[config.mk]
export PLATFORM = sky130hd
export DESIGN_NAME = ex_mem_skid_buffer_flat
export DESIGN_NICKNAME = d
export VERILOG_FILES = /design/src/rtl/ex_mem_skid_buffer_if.sv /design/src/rtl/ex_mem_skid_buffer.sv /design/src/flat_wrapper.sv
export SDC_FILE = /design/constraint.sdc
export NUM_CORES = 1
export LEC_CHECK = 0
export CAP_MARGIN = 30
export CORE_MARGIN = 4
export CORE_UTILIZATION = 25
export DETAILED_ROUTE_END_ITERATION = 10
export DONT_BUFFER_PORTS = 1
export PLACE_DENSITY = 0.39
export RECOVER_POWER = 100
export SLEW_MARGIN = 25
export SYNTH_ARGS = -nofsm -noshare
export SYNTH_HDL_FRONTEND = slang
export SYNTH_SLANG_ARGS = --single-unit
[constraint.sdc]
create_clock -name clk -period 1.7 [get_ports clk]
set_clock_uncertainty 0.1 [all_clocks]
set_input_delay 0.255 -clock clk [delete_from_list [all_inputs] [get_ports clk]]
set_output_delay 0.255 -clock clk [all_outputs]
set_load 0.005 [all_outputs]
[src/rtl/ex_mem_skid_buffer_if.sv]
// ex_mem_skid_buffer_if: execute -> memory handshake bundle.
// in_* from execute, out_* to memory; slave = buffer, master = driver.
interface ex_mem_skid_buffer_if #(
  parameter int DATA_W = 32,
  parameter int RD_W   = 5
);
  logic              in_valid;
  logic              in_ready;
  logic [DATA_W-1:0] in_alu_out;
  logic              in_branch_enable;
  logic [DATA_W-1:0] in_pc;
  logic [DATA_W-1:0] in_store_data;
  logic [RD_W-1:0]   in_rd;
  logic              in_wb_en;
  logic              in_mem_read;
  logic              in_mem_write;

  logic              out_valid;
  logic              out_ready;
  logic [DATA_W-1:0] out_alu_out;
  logic              out_branch_enable;
  logic [DATA_W-1:0] out_pc;
  logic [DATA_W-1:0] out_store_data;
  logic [RD_W-1:0]   out_rd;
  logic              out_wb_en;
  logic              out_mem_read;
  logic              out_mem_write;

  modport slave (
    input  in_valid, in_alu_out, in_branch_enable,
    input  in_pc, in_store_data, in_rd,
    input  in_wb_en, in_mem_read, in_mem_write,
    output in_ready,
    output out_valid, out_alu_out, out_branch_enable,
    output out_pc, out_store_data, out_rd,
    output out_wb_en, out_mem_read, out_mem_write,
    input  out_ready
  );

  modport master (
    output in_valid, in_alu_out, in_branch_enable,
    output in_pc, in_store_data, in_rd,
    output in_wb_en, in_mem_read, in_mem_write,
    input  in_ready,
    input  out_valid, out_alu_out, out_branch_enable,
    input  out_pc, out_store_data, out_rd,
    input  out_wb_en, out_mem_read, out_mem_write,
    output out_ready
  );
endinterface

[src/rtl/ex_mem_skid_buffer.sv]
// ex_mem_skid_buffer: 2-entry EX->MEM skid buffer (head + skid).
// Ports: clk, reset (sync, high), flush, bus (slave), occupancy.
module ex_mem_skid_buffer #(
  parameter int DATA_W = 32,
  parameter int RD_W   = 5
) (
  input  logic                 clk,
  input  logic                 reset,
  input  logic                 flush,
  ex_mem_skid_buffer_if.slave  bus,
  output logic [1:0]           occupancy
);

  typedef struct packed {
    logic [DATA_W-1:0] alu_out;
    logic              branch_enable;
    logic [DATA_W-1:0] pc;
    logic [DATA_W-1:0] store_data;
    logic [RD_W-1:0]   rd;
    logic              wb_en;
    logic              mem_read;
    logic              mem_write;
  } ent_t;

  typedef enum logic [1:0] {
    EMPTY = 2'd0,
    ONE   = 2'd1,
    FULL  = 2'd2
  } state_t;

  state_t state;
  state_t state_nxt;
  ent_t   head;
  ent_t   skid;
  ent_t   in_ent;
  logic   acc;
  logic   pop;
  logic   head_ld_in;
  logic   head_ld_skid;
  logic   skid_ld;

  // writes to x0 are dropped here so MEM/WB never sees them
  always_comb begin
    in_ent               = '0;
    in_ent.alu_out       = bus.in_alu_out;
    in_ent.branch_enable = bus.in_branch_enable;
    in_ent.pc            = bus.in_pc;
    in_ent.store_data    = bus.in_store_data;
    in_ent.rd            = bus.in_rd;
    in_ent.wb_en         = bus.in_wb_en &&
                           (bus.in_rd != '0);
    in_ent.mem_read      = bus.in_mem_read;
    in_ent.mem_write     = bus.in_mem_write;
  end

  // registered state only: no path from out_ready
  assign bus.in_ready  = !reset && (state != FULL);
  assign bus.out_valid = (state != EMPTY);

  assign acc = bus.in_valid && bus.in_ready;
  assign pop = bus.out_valid && bus.out_ready;

  always_ff @(posedge clk) begin
    if (reset) state <= EMPTY;
    else       state <= state_nxt;
  end

  always_comb begin
    state_nxt = state;
    if (flush) begin
      state_nxt = EMPTY;
    end else begin
      unique case (state)
        EMPTY: if (acc) state_nxt = ONE;
        ONE: begin
          if (acc && !pop)      state_nxt = FULL;
          else if (!acc && pop) state_nxt = EMPTY;
        end
        FULL:  if (pop) state_nxt = ONE;
        default: state_nxt = EMPTY;
      endcase
    end
  end

  // flush suppresses all loads so a dead head keeps its payload
  always_comb begin
    occupancy    = state;
    head_ld_in   = 1'b0;
    head_ld_skid = 1'b0;
    skid_ld      = 1'b0;
    if (!flush) begin
      head_ld_in   = acc &&
                     ((state == EMPTY) ||
                      ((state == ONE) && pop));
      skid_ld      = acc && (state == ONE) && !pop;
      head_ld_skid = (state == FULL) && pop;
    end
  end

  always_ff @(posedge clk) begin
    if (reset) begin
      head <= '0;
      skid <= '0;
    end else begin
      if (head_ld_in)        head <= in_ent;
      else if (head_ld_skid) head <= skid;
      if (skid_ld)           skid <= in_ent;
    end
  end

  assign bus.out_alu_out       = head.alu_out;
  assign bus.out_branch_enable = head.branch_enable;
  assign bus.out_pc            = head.pc;
  assign bus.out_store_data    = head.store_data;
  assign bus.out_rd            = head.rd;
  assign bus.out_wb_en         = head.wb_en;
  assign bus.out_mem_read      = head.mem_read;
  assign bus.out_mem_write     = head.mem_write;

endmodule
[src/flat_wrapper.sv]
// flat-port wrapper written by rule: the top's interface ports become plain ports
module ex_mem_skid_buffer_flat 
#(
  parameter int DATA_W = 32,
  parameter int RD_W   = 5
)
  (clk, reset, flush, occupancy, bus_in_valid, bus_in_alu_out, bus_in_branch_enable, bus_in_pc, bus_in_store_data, bus_in_rd, bus_in_wb_en, bus_in_mem_read, bus_in_mem_write, bus_in_ready, bus_out_valid, bus_out_alu_out, bus_out_branch_enable, bus_out_pc, bus_out_store_data, bus_out_rd, bus_out_wb_en, bus_out_mem_read, bus_out_mem_write, bus_out_ready);
  ex_mem_skid_buffer_if #(.DATA_W(DATA_W), .RD_W(RD_W)) bus_i ();
  input  logic clk;
  input  logic reset;
  input  logic flush;
  output logic [1:0] occupancy;
  input wire logic [$bits(bus_i.in_valid)-1:0] bus_in_valid;
  input wire logic [$bits(bus_i.in_alu_out)-1:0] bus_in_alu_out;
  input wire logic [$bits(bus_i.in_branch_enable)-1:0] bus_in_branch_enable;
  input wire logic [$bits(bus_i.in_pc)-1:0] bus_in_pc;
  input wire logic [$bits(bus_i.in_store_data)-1:0] bus_in_store_data;
  input wire logic [$bits(bus_i.in_rd)-1:0] bus_in_rd;
  input wire logic [$bits(bus_i.in_wb_en)-1:0] bus_in_wb_en;
  input wire logic [$bits(bus_i.in_mem_read)-1:0] bus_in_mem_read;
  input wire logic [$bits(bus_i.in_mem_write)-1:0] bus_in_mem_write;
  output wire logic [$bits(bus_i.in_ready)-1:0] bus_in_ready;
  output wire logic [$bits(bus_i.out_valid)-1:0] bus_out_valid;
  output wire logic [$bits(bus_i.out_alu_out)-1:0] bus_out_alu_out;
  output wire logic [$bits(bus_i.out_branch_enable)-1:0] bus_out_branch_enable;
  output wire logic [$bits(bus_i.out_pc)-1:0] bus_out_pc;
  output wire logic [$bits(bus_i.out_store_data)-1:0] bus_out_store_data;
  output wire logic [$bits(bus_i.out_rd)-1:0] bus_out_rd;
  output wire logic [$bits(bus_i.out_wb_en)-1:0] bus_out_wb_en;
  output wire logic [$bits(bus_i.out_mem_read)-1:0] bus_out_mem_read;
  output wire logic [$bits(bus_i.out_mem_write)-1:0] bus_out_mem_write;
  input wire logic [$bits(bus_i.out_ready)-1:0] bus_out_ready;
  assign bus_i.in_valid = bus_in_valid;
  assign bus_i.in_alu_out = bus_in_alu_out;
  assign bus_i.in_branch_enable = bus_in_branch_enable;
  assign bus_i.in_pc = bus_in_pc;
  assign bus_i.in_store_data = bus_in_store_data;
  assign bus_i.in_rd = bus_in_rd;
  assign bus_i.in_wb_en = bus_in_wb_en;
  assign bus_i.in_mem_read = bus_in_mem_read;
  assign bus_i.in_mem_write = bus_in_mem_write;
  assign bus_in_ready = bus_i.in_ready;
  assign bus_out_valid = bus_i.out_valid;
  assign bus_out_alu_out = bus_i.out_alu_out;
  assign bus_out_branch_enable = bus_i.out_branch_enable;
  assign bus_out_pc = bus_i.out_pc;
  assign bus_out_store_data = bus_i.out_store_data;
  assign bus_out_rd = bus_i.out_rd;
  assign bus_out_wb_en = bus_i.out_wb_en;
  assign bus_out_mem_read = bus_i.out_mem_read;
  assign bus_out_mem_write = bus_i.out_mem_write;
  assign bus_i.out_ready = bus_out_ready;
  ex_mem_skid_buffer #(.DATA_W(DATA_W), .RD_W(RD_W)) u_core (.clk(clk), .reset(reset), .flush(flush), .bus(bus_i), .occupancy(occupancy));
endmodule
Word level (Yosys, flattened, before mapping). Cells that the tools add are included.

Register bits: 212. Logic and storage cells: 54. Bits in latches: 0. ROM bits: 0. Memory bits (writable): 0. Memories: 0.

Eq/ne operators: 6. Reductions and logical operators: 21. Bitwise logic cells: 0. Shifts and indexed selects: 0. Divide/modulo/power cells: 0. Add/sub/neg operators: 0. Multiply operators: 0. Multiplexer cells: 10. Order comparisons: 0.

Operators with widths (number): $mux 105 (2); $logic_and 1x1->1 (11); $mux 2 (4); $pmux 2 s3 (1); $reduce_bool 5->1 (1); $ne 2x1->1 const B (2); $reduce_bool 2->1 (2); $logic_not 1->1 (3); $mux 1 (3); $ne 3x1->1 const B (1); $reduce_and 3->1 (1); $eq 2x1->1 const B (1); $eq 2x2->1 const B (1); $logic_not 2->1 (1); $ne 2x2->1 const B (1); $reduce_or 2->1 (1); $logic_or 1x1->1 (1).

Logic depth before layout (Yosys ltp). Gate-level depths: netlist of run 1.

Depth in word-level cells: 8. Gate-level depth with buffers: 7.

Worst setup path before layout of run 1. Ideal clock, no wire load.

Path kind: reg-to-reg. From: reg u_core.state[1] (netlist: u_core.occupancy[1]). To: reg u_core.skid[0] in the netlist's numbering. Data required time: 1.468 ns. Stages on the path, launching flop included: 8. Setup time: 0.132 ns. Arrival time: 1.535 ns. Path slack: -0.067 ns. Cells stage by stage: dfxtp_1 buf_6 or4b_4 buf_6 buf_6 buf_6 o21ai_2 a21oi_1.

Cells in the longest elaborated chain, start to end: 6. Elaborated cells on any way between the ends: 10. Those cells by class: eq/ne (2); mux (1); reduce/logical (7).

Ends and longest elaborated chain: start, declared (RTL line ex_mem_skid_buffer.sv:31) `state_t state;`; start signal, assigned (RTL line ex_mem_skid_buffer.sv:65) `else state <= state_nxt;`; $ne 2x2->1 (RTL line ex_mem_skid_buffer.sv:57) `assign bus.in_ready = !reset && (state != FULL);`; $logic_and 1x1->1 (RTL line ex_mem_skid_buffer.sv:57); $logic_and 1x1->1 (RTL line ex_mem_skid_buffer.sv:60) `assign acc = bus.in_valid && bus.in_ready;`; $logic_and 1x1->1 (RTL line ex_mem_skid_buffer.sv:95) `skid_ld = acc && (state == ONE) && !pop;`; $logic_and 1x1->1 (*) (RTL line ex_mem_skid_buffer.sv:95); $mux 1 (*) (RTL line ex_mem_skid_buffer.sv:91) `if (!flush) begin`; end signal, assigned (RTL line ex_mem_skid_buffer.sv:107) `if (skid_ld) skid <= in_ent;`; end, declared (RTL line ex_mem_skid_buffer.sv:34) `ent_t skid;`.

Every way passes the cells marked *; elsewhere a longest branch is shown, timed or not. A chain may end at the register's enable or synchronous reset.

Worst setup path in the final report of run 1.
From: reg u_core.state[1] (netlist: u_core.occupancy[1]). To: reg u_core.head (netlist bit u_core.bus.out_alu_out[25]).

Cells in the longest elaborated chain, start to end: 7. Elaborated cells on any way between the ends: 16. Those cells by class: eq/ne (3); mux (3); reduce/logical (10).

Ends and longest elaborated chain: $reduce_bool 2->1 (RTL line ex_mem_skid_buffer.sv:58) `assign bus.out_valid = (state != EMPTY);`; $logic_and 1x1->1 (RTL line ex_mem_skid_buffer.sv:61) `assign pop = bus.out_valid && bus.out_ready;`; $logic_and 1x1->1 (RTL line ex_mem_skid_buffer.sv:94) `((state == ONE) && pop));`; $logic_or 1x1->1 (RTL line ex_mem_skid_buffer.sv:93) `((state == EMPTY) ||`; $logic_and 1x1->1 (RTL line ex_mem_skid_buffer.sv:92) `head_ld_in = acc &&`; $mux 1 (RTL line ex_mem_skid_buffer.sv:91); $mux 105 / $reduce_bool 2->1 (equally long branches); end signal, assigned (RTL line ex_mem_skid_buffer.sv:105) `if (head_ld_in) head <= in_ent;`; end signal, assigned (RTL line ex_mem_skid_buffer.sv:106) `else if (head_ld_skid) head <= skid;`; end, declared (RTL line ex_mem_skid_buffer.sv:33) `ent_t head;`.

Several ways; a longest one is shown, not always the timed one.

==> results of run 1 <==
## worst max path at each step
stage	from	to	slack, ns	cells after the start
final	u_core.occupancy[1]$_SDFFE_PP0P_	u_core.bus.out_alu_out[25]$_SDFFE_PP0P_	-0.04	4
after global routing	u_core.occupancy[1]$_SDFFE_PP0P_	u_core.skid[102]$_SDFFE_PP0P_	-0.10	4
after CTS	u_core.occupancy[1]$_SDFFE_PP0P_	u_core.bus.out_alu_out[25]$_SDFFE_PP0P_	-0.02	4
after detailed placement	u_core.occupancy[1]$_SDFFE_PP0P_	u_core.skid[42]$_SDFFE_PP0P_	0.007	4
after global placement	u_core.occupancy[1]$_SDFFE_PP0P_	u_core.bus.out_alu_out[27]$_SDFFE_PP0P_	-0.0005	4
after floorplan	u_core.occupancy[1]$_SDFFE_PP0P_	u_core.skid[0]$_SDFFE_PP0P_	-0.04	7
## cell usage in the layout (no fill, tap or decap), drive strengths merged, types with 3 or more instances in the layout
master	Yosys	routed
a311oi	104	104
buf	54	38
o21ai	106	106
a21oi	107	107
nor3	104	104
clkbuf	76	41
nor2b	3	3
dlygate4sd3	0	55
nand3	104	104
nor2	3	3
dfxtp	212	212
nand2	210	210
clkinv	0	4
## state kept, by name, summed over array words and instances, names as in the netlist
register and cells:
u_core.bus.out_pc 32, u_core.bus.out_wb_en 1, u_core.bus.out_alu_out 32, u_core.bus.out_mem_write 1, u_core.bus.out_rd 5, u_core.skid 105, u_core.bus.out_branch_enable 1, u_core.bus.out_store_data 32
u_core.occupancy 2, u_core.bus.out_mem_read 1
## routing by layer
| layer | routed length [µm] | vias up | part of all wire |
|---|---|---|---|
| met2 | 14600 | 188 | 0.47 |
| met4 | 439 | 0 | 0.014 |
| met5 | 0 | - | 0 |
| met3 | 2190 | 30 | 0.071 |
| met1 | 13800 | 3952 | 0.44 |
| li1 | - | 3953 | - |
## logic make-up (layout without fill, tap and decap cells)
| group | Yosys count | count (layout) | share of synthesized area |
|---|---|---|---|
| flip-flops | 212 | 212 | 0.480 |
| multiplexers | 2 | 2 | 0.00226 |
| AND/OR/NAND/NOR | 433 | 433 | 0.224 |
| buffers and inverters | 130 | 140 | 0.0657 |
| AO/OA/AOI/OAI | 321 | 321 | 0.229 |
| other | 0 | 1 | 0 |
## layout make-up
cell class / instances / area, µm²
Fill cell: 3712 / 23700
Sequential cell: 212 / 4250
Multi-Input combinational cell: 756 / 4150
Timing Repair Buffer: 94 / 1170
Clock buffer: 40 / 805
Tap cell: 455 / 569
Clock inverter: 6 / 80.1
Antenna cell: 1 / 2.50
## power breakdown
part | total (mW) | switching, mW | internal [mW]
clock | 5.72 | 2.19 | 3.53
combinational | 0.675 | 0.379 | 0.296
sequential | 5.24 | 0.127 | 5.12
## stage by stage
step | TNS, ns | hold slack, ns
2_1_floorplan | -0.315 | 0.226
3_3_place_gp | -0.000458 | 0.229
3_5_place_dp | 0 | 0.231
4_1_cts | -0.138 | -0.320
5_1_grt | -6.70 | -0.314
6_report | -0.610 | -0.278
## worst reg2reg max path: cells and delay by family (launching register included)
family / cells / cell delay (ns)
DFF: 1 / 0.35
AOI/OAI and AO/OA: 1 / 0.08
buffers and inverters: 1 / 0.23
and+or+nand+nor: 2 / 0.84
## what timing repair did
item	in CTS	in global routing
hold buffers	7	48
endpoints found under the setup margin	14	183
buffers inserted	0	1
hold endpoints to repair	212	210
gates resized for setup	6	34
pin swaps	1	0
==> out/summary.txt, run 1 <==
status: complete, but fails checks
failing checks: negative hold slack, negative setup slack
CP Capture Type: flop
critical path peak fanout: 71
leakage: 3.43 nW
Fin Hold WS: -0.278 ns
via count: 8123
Synth warnings: 0
gr busiest metal: met2
TritonCTS clock tree: built
CTS Buf Count: 26
Pre-antenna DRT Iters: 5
area added between synthesis and finish: 24.6%
Largest stage delay, worst path: 0.60 ns
area leader, netlist: dfxtp_1
clock root buffer master: clkbuf_16
Worst setup SP type: flop
Slew @ Worst Pin: 0.427 ns
total wire length: 31.0 mm
Max clock buf depth: 3
Max IR drop VDD: 0.636 mV
Core ar.: 0.0347 mm²
Synth top area share: 0.480
Syn Nets: 1208
routing usage on met2: 0.252
hold endpoint: u_core.bus.out_pc[8]$_SDFFE_PP0P_
Worst path top cell family by delay: simple AND/OR/NAND/NOR gates
post-DR vias/cell: 5.19
Worst Path Arrival: 2.02 ns
met3 Use GR: 0.0459
DRC Markers: 0
Pwr Density: 1060 mW/mm²
initial core utilization: 0.255
Area after DPL: 0.00949 mm²
Placer Congestion: 0.690
GRT Overall Usage: 0.152
Reg2Reg Launch Point: u_core.occupancy[1]$_SDFFE_PP0P_
Commonest cells post-synth: dfxtp_1 (212), nand2_1 (209), a21oi_1 (107)
dpl ws: 0.00697 ns
GRT overflow: 0
vias in the first global route: 7770
Placed Instances: 1461
slew margin rel.: 0.715
Max-cap violations: 0
met1 GRT Util: 0.198
CP Class: reg2reg
Finished Layout Cells: 1564
Iter 0 DRT Violations: 369
cell count after synthesis: 1098
Distinct cells, synth: 31
#FFs+latches synth: 212
RSZ-0062 raised after global routing: yes
CP required: 1.99 ns
fin area: 0.0110 mm²
nets@finish: 1200
most frequent cell after synthesis: dfxtp_1
dpl hpwl: 18.0 mm
CP Cell Sequence: or4b_4 > buf_12 > nor3_1 > a311oi_1
width of the die: 196 µm
reg2reg end: u_core.bus.out_alu_out[25]$_SDFFE_PP0P_
f_max: 575 MHz
Die Span Y: 196 µm
largest net degree at the start of global routing: 216
first-pass GRT wire length: 47.9 mm
clock slew at reported path FFs: 0.06 ns
final core utilization: 0.318
Period Utilization, post-route: 1.02
H-tree Lvls: 1
Hold Path Class: in2reg
worst setup margin: -0.0394 ns
r2r worst-path depth: 4
PnR Total Power: 11.6 mW
initial antenna violation count: 1
endpoints failing hold: 209
Area contributors post-synth: dfxtp_1 (48%), a311oi_1 (10%), nand2_1 (8.9%), a21oi_1 (6.1%), nand3_1 (5.9%)
crit path time final: 1.74 ns
WP buf/inv: 1
Worst Hold Depth: 1
Row Count: 68
slowest CP cell: or4b_4
I/O Buffers: 0
die area: 0.0385 mm²
Routed wire per std cell: 19.8 µm
number of top-level pins: 219
worst-skew pair later-pin latency: 0.53 ns
post-route ant nets: 0
final-report setup violation count: 49
Async SR Flop Fraction: 0
Sink Count: 212
Final Max Slew Viols: 0
layout cells sized above 1: 0.105
Post-Syn Area: 0.00885 mm²
flop2flop setup slack: -0.04 ns
Avg Cell Area, Syn: 8.06 µm²
top_reg_cell synth: dfxtp_1
sequential area share after synthesis: 0.480
hold_sp: reset
number of synthesized flops with an enable pin: 0
Power figures use the tool's default switching activity.
==> run 2, diff against run 1 <==
--- a/config.mk
+++ b/config.mk
@@ -8,10 +8,12 @@
 export CAP_MARGIN = 30
 export CORE_MARGIN = 4
 export CORE_UTILIZATION = 25
+export CTS_CLUSTER_DIAMETER = 120
 export DETAILED_ROUTE_END_ITERATION = 10
 export DONT_BUFFER_PORTS = 1
 export PLACE_DENSITY = 0.39
 export RECOVER_POWER = 100
+export SKIP_LAST_GASP = 1
 export SLEW_MARGIN = 25
 export SYNTH_ARGS = -nofsm -noshare
 export SYNTH_HDL_FRONTEND = slang
==> out/summary.txt, run 2 (synthesis gave the netlist of run 1 again) <==
status: complete, but fails checks
failing checks: negative hold slack, negative setup slack
most flop-heavy register: u_core.skid
most frequent cells in the layout: dfxtp_1 (211), nand2_1 (209), a21oi_1 (107)
Iter 0 DRT Violations: 394
layout cells sized above 1: 0.102
worst-skew pair later-pin latency: 0.53 ns
clock root buffer master: clkbuf_16
CTS Buf Count: 26
commonest non-fill, non-tap cell in the layout: dfxtp_1
Routed wire per std cell: 19.8 µm
switching share of power: 0.232
Worst path top cell family by delay: simple AND/OR/NAND/NOR gates
critical path peak fanout: 71
CP Class: reg2reg
Row Count: 68
endpoints failing hold: 209
register share of total power: 0.450
area added between synthesis and finish: 24.5%
H-tree Lvls: 1
f_max: 574 MHz
nets@finish: 1200
Hold Path Class: in2reg
logic gate share of total power: 0.058
Pwr Density: 1060 mW/mm²
slowest CP cell: or4b_4
fin area: 0.0110 mm²
dpl ws: 0.00697 ns
Slew @ Worst Pin: 0.436 ns
number of top-level pins: 219
post-route ant nets: 0
largest net degree at the start of global routing: 216
initial antenna violation count: 1
Worst setup SP type: flop
Period Utilization, post-route: 1.02
I/O Buffers: 0
leakage: 3.42 nW
clock slew at reported path FFs: 0.06 ns
Placer Congestion: 0.690
die area: 0.0385 mm²
# fillers: 3715
Sink Count: 212
post-DR vias/cell: 5.19
Worst Path Arrival: 2.03 ns
Final Max Slew Viols: 0
Area after DPL: 0.00949 mm²
total wire length: 31.0 mm
Finished Layout Cells: 1564
Max clock buf depth: 3
initial core utilization: 0.255
vias in the first global route: 7770
Pre-antenna DRT Iters: 5
Die Span Y: 196 µm
GRT overflow: 0
width of the die: 196 µm
slew margin rel.: 0.709
Max-cap violations: 0
CP Capture Type: flop
final-report setup violation count: 54
TritonCTS clock tree: built
Placed Instances: 1461
Largest stage delay, worst path: 0.60 ns
multi-input combinational cell area: 0.00414 mm²
Fin Hold WS: -0.280 ns
Core ar.: 0.0347 mm²
max reg flops: 105
switching power: 2.70 mW
TNS Setup: -0.800 ns
FF/Latch Area: 0.00425 mm²
DRC Markers: 0
via count: 8122
first-pass GRT wire length: 47.9 mm
crit path time final: 1.74 ns
worst setup margin: -0.0409 ns
Int Pwr: 8.94 mW
GRT Overall Usage: 0.152
CP Cell Sequence: or4b_4 > buf_12 > nor3_1 > a311oi_1
dpl hpwl: 18.0 mm
Clock Power Share: 0.492
CP required: 1.99 ns
WP buf/inv: 1
RSZ-0062 raised after global routing: yes
Max IR drop VDD: 0.636 mV
==> run 2: cell types whose count changed in the layout (fill, tap and decap cells not counted) <==
cell,change
o21ai_0,+1
nand2_4,+1
nor3_1,+2
o21ai_1,-1
clkbuf_2,-1
nor3_2,-2
clkbuf_1,+1
nand2_2,-1
==> run 2: final cells by class <==
class | instances | share of cell area
antenna | 1 | 0.000227
clock buffer | 40 | 0.0730
clock inverter | 6 | 0.00727
multi-input combinational | 756 | 0.376
sequential | 212 | 0.385
tap | 455 | 0.0517
timing repair buffer | 94 | 0.106
==> run 2: layer usage <==
metal  vias to the layer above  GRT usage  wire (µm)
li1                       3955          -          -
met1                      3940      0.198      13700
met2                       197      0.252      14600
met3                        30     0.0459       2270
met4                         0     0.0300        437
met5                         -          0          0
==> run 2: final timing paths <==
kind,cells after the start,slack [ns],endpoint,from
setup / recovery,4,-0.04,u_core.bus.out_alu_out[25]$_SDFFE_PP0P_,u_core.occupancy[1]$_SDFFE_PP0P_
hold / removal,1,-0.28,u_core.bus.out_pc[8]$_SDFFE_PP0P_,reset
setup reg to reg,4,-0.04,u_core.bus.out_alu_out[25]$_SDFFE_PP0P_,u_core.occupancy[1]$_SDFFE_PP0P_
hold reg to reg,2,0.36,u_core.skid[0]$_SDFFE_PP0P_,u_core.skid[0]$_SDFFE_PP0P_
==> run 2: timing repair <==
item,CTS,global route
gates resized for setup,6,31
hold endpoints to repair,212,210
pin swaps,1,0
setup endpoints to repair,14,183
hold buffers,7,48
buffers inserted,0,1
==> run 2: stage by stage <==
step | power, mW | utilization
after floorplan | 5.74 | -
after global placement | 5.90 | 0.274
after detailed placement | 5.90 | 0.274
after CTS | 11.8 | 0.302
after global routing | 12.1 | 0.317
final | 11.6 | 0.317
==> run 2: power by group through the flow <==
stage	clock network, mW	logic, mW	registers, mW
final	5.72	0.675	5.24
after floorplan	0	0.436	5.30
after global routing	6.13	0.745	5.26
after detailed placement	0	0.544	5.36
after CTS	5.95	0.564	5.25
after global placement	0	0.541	5.36
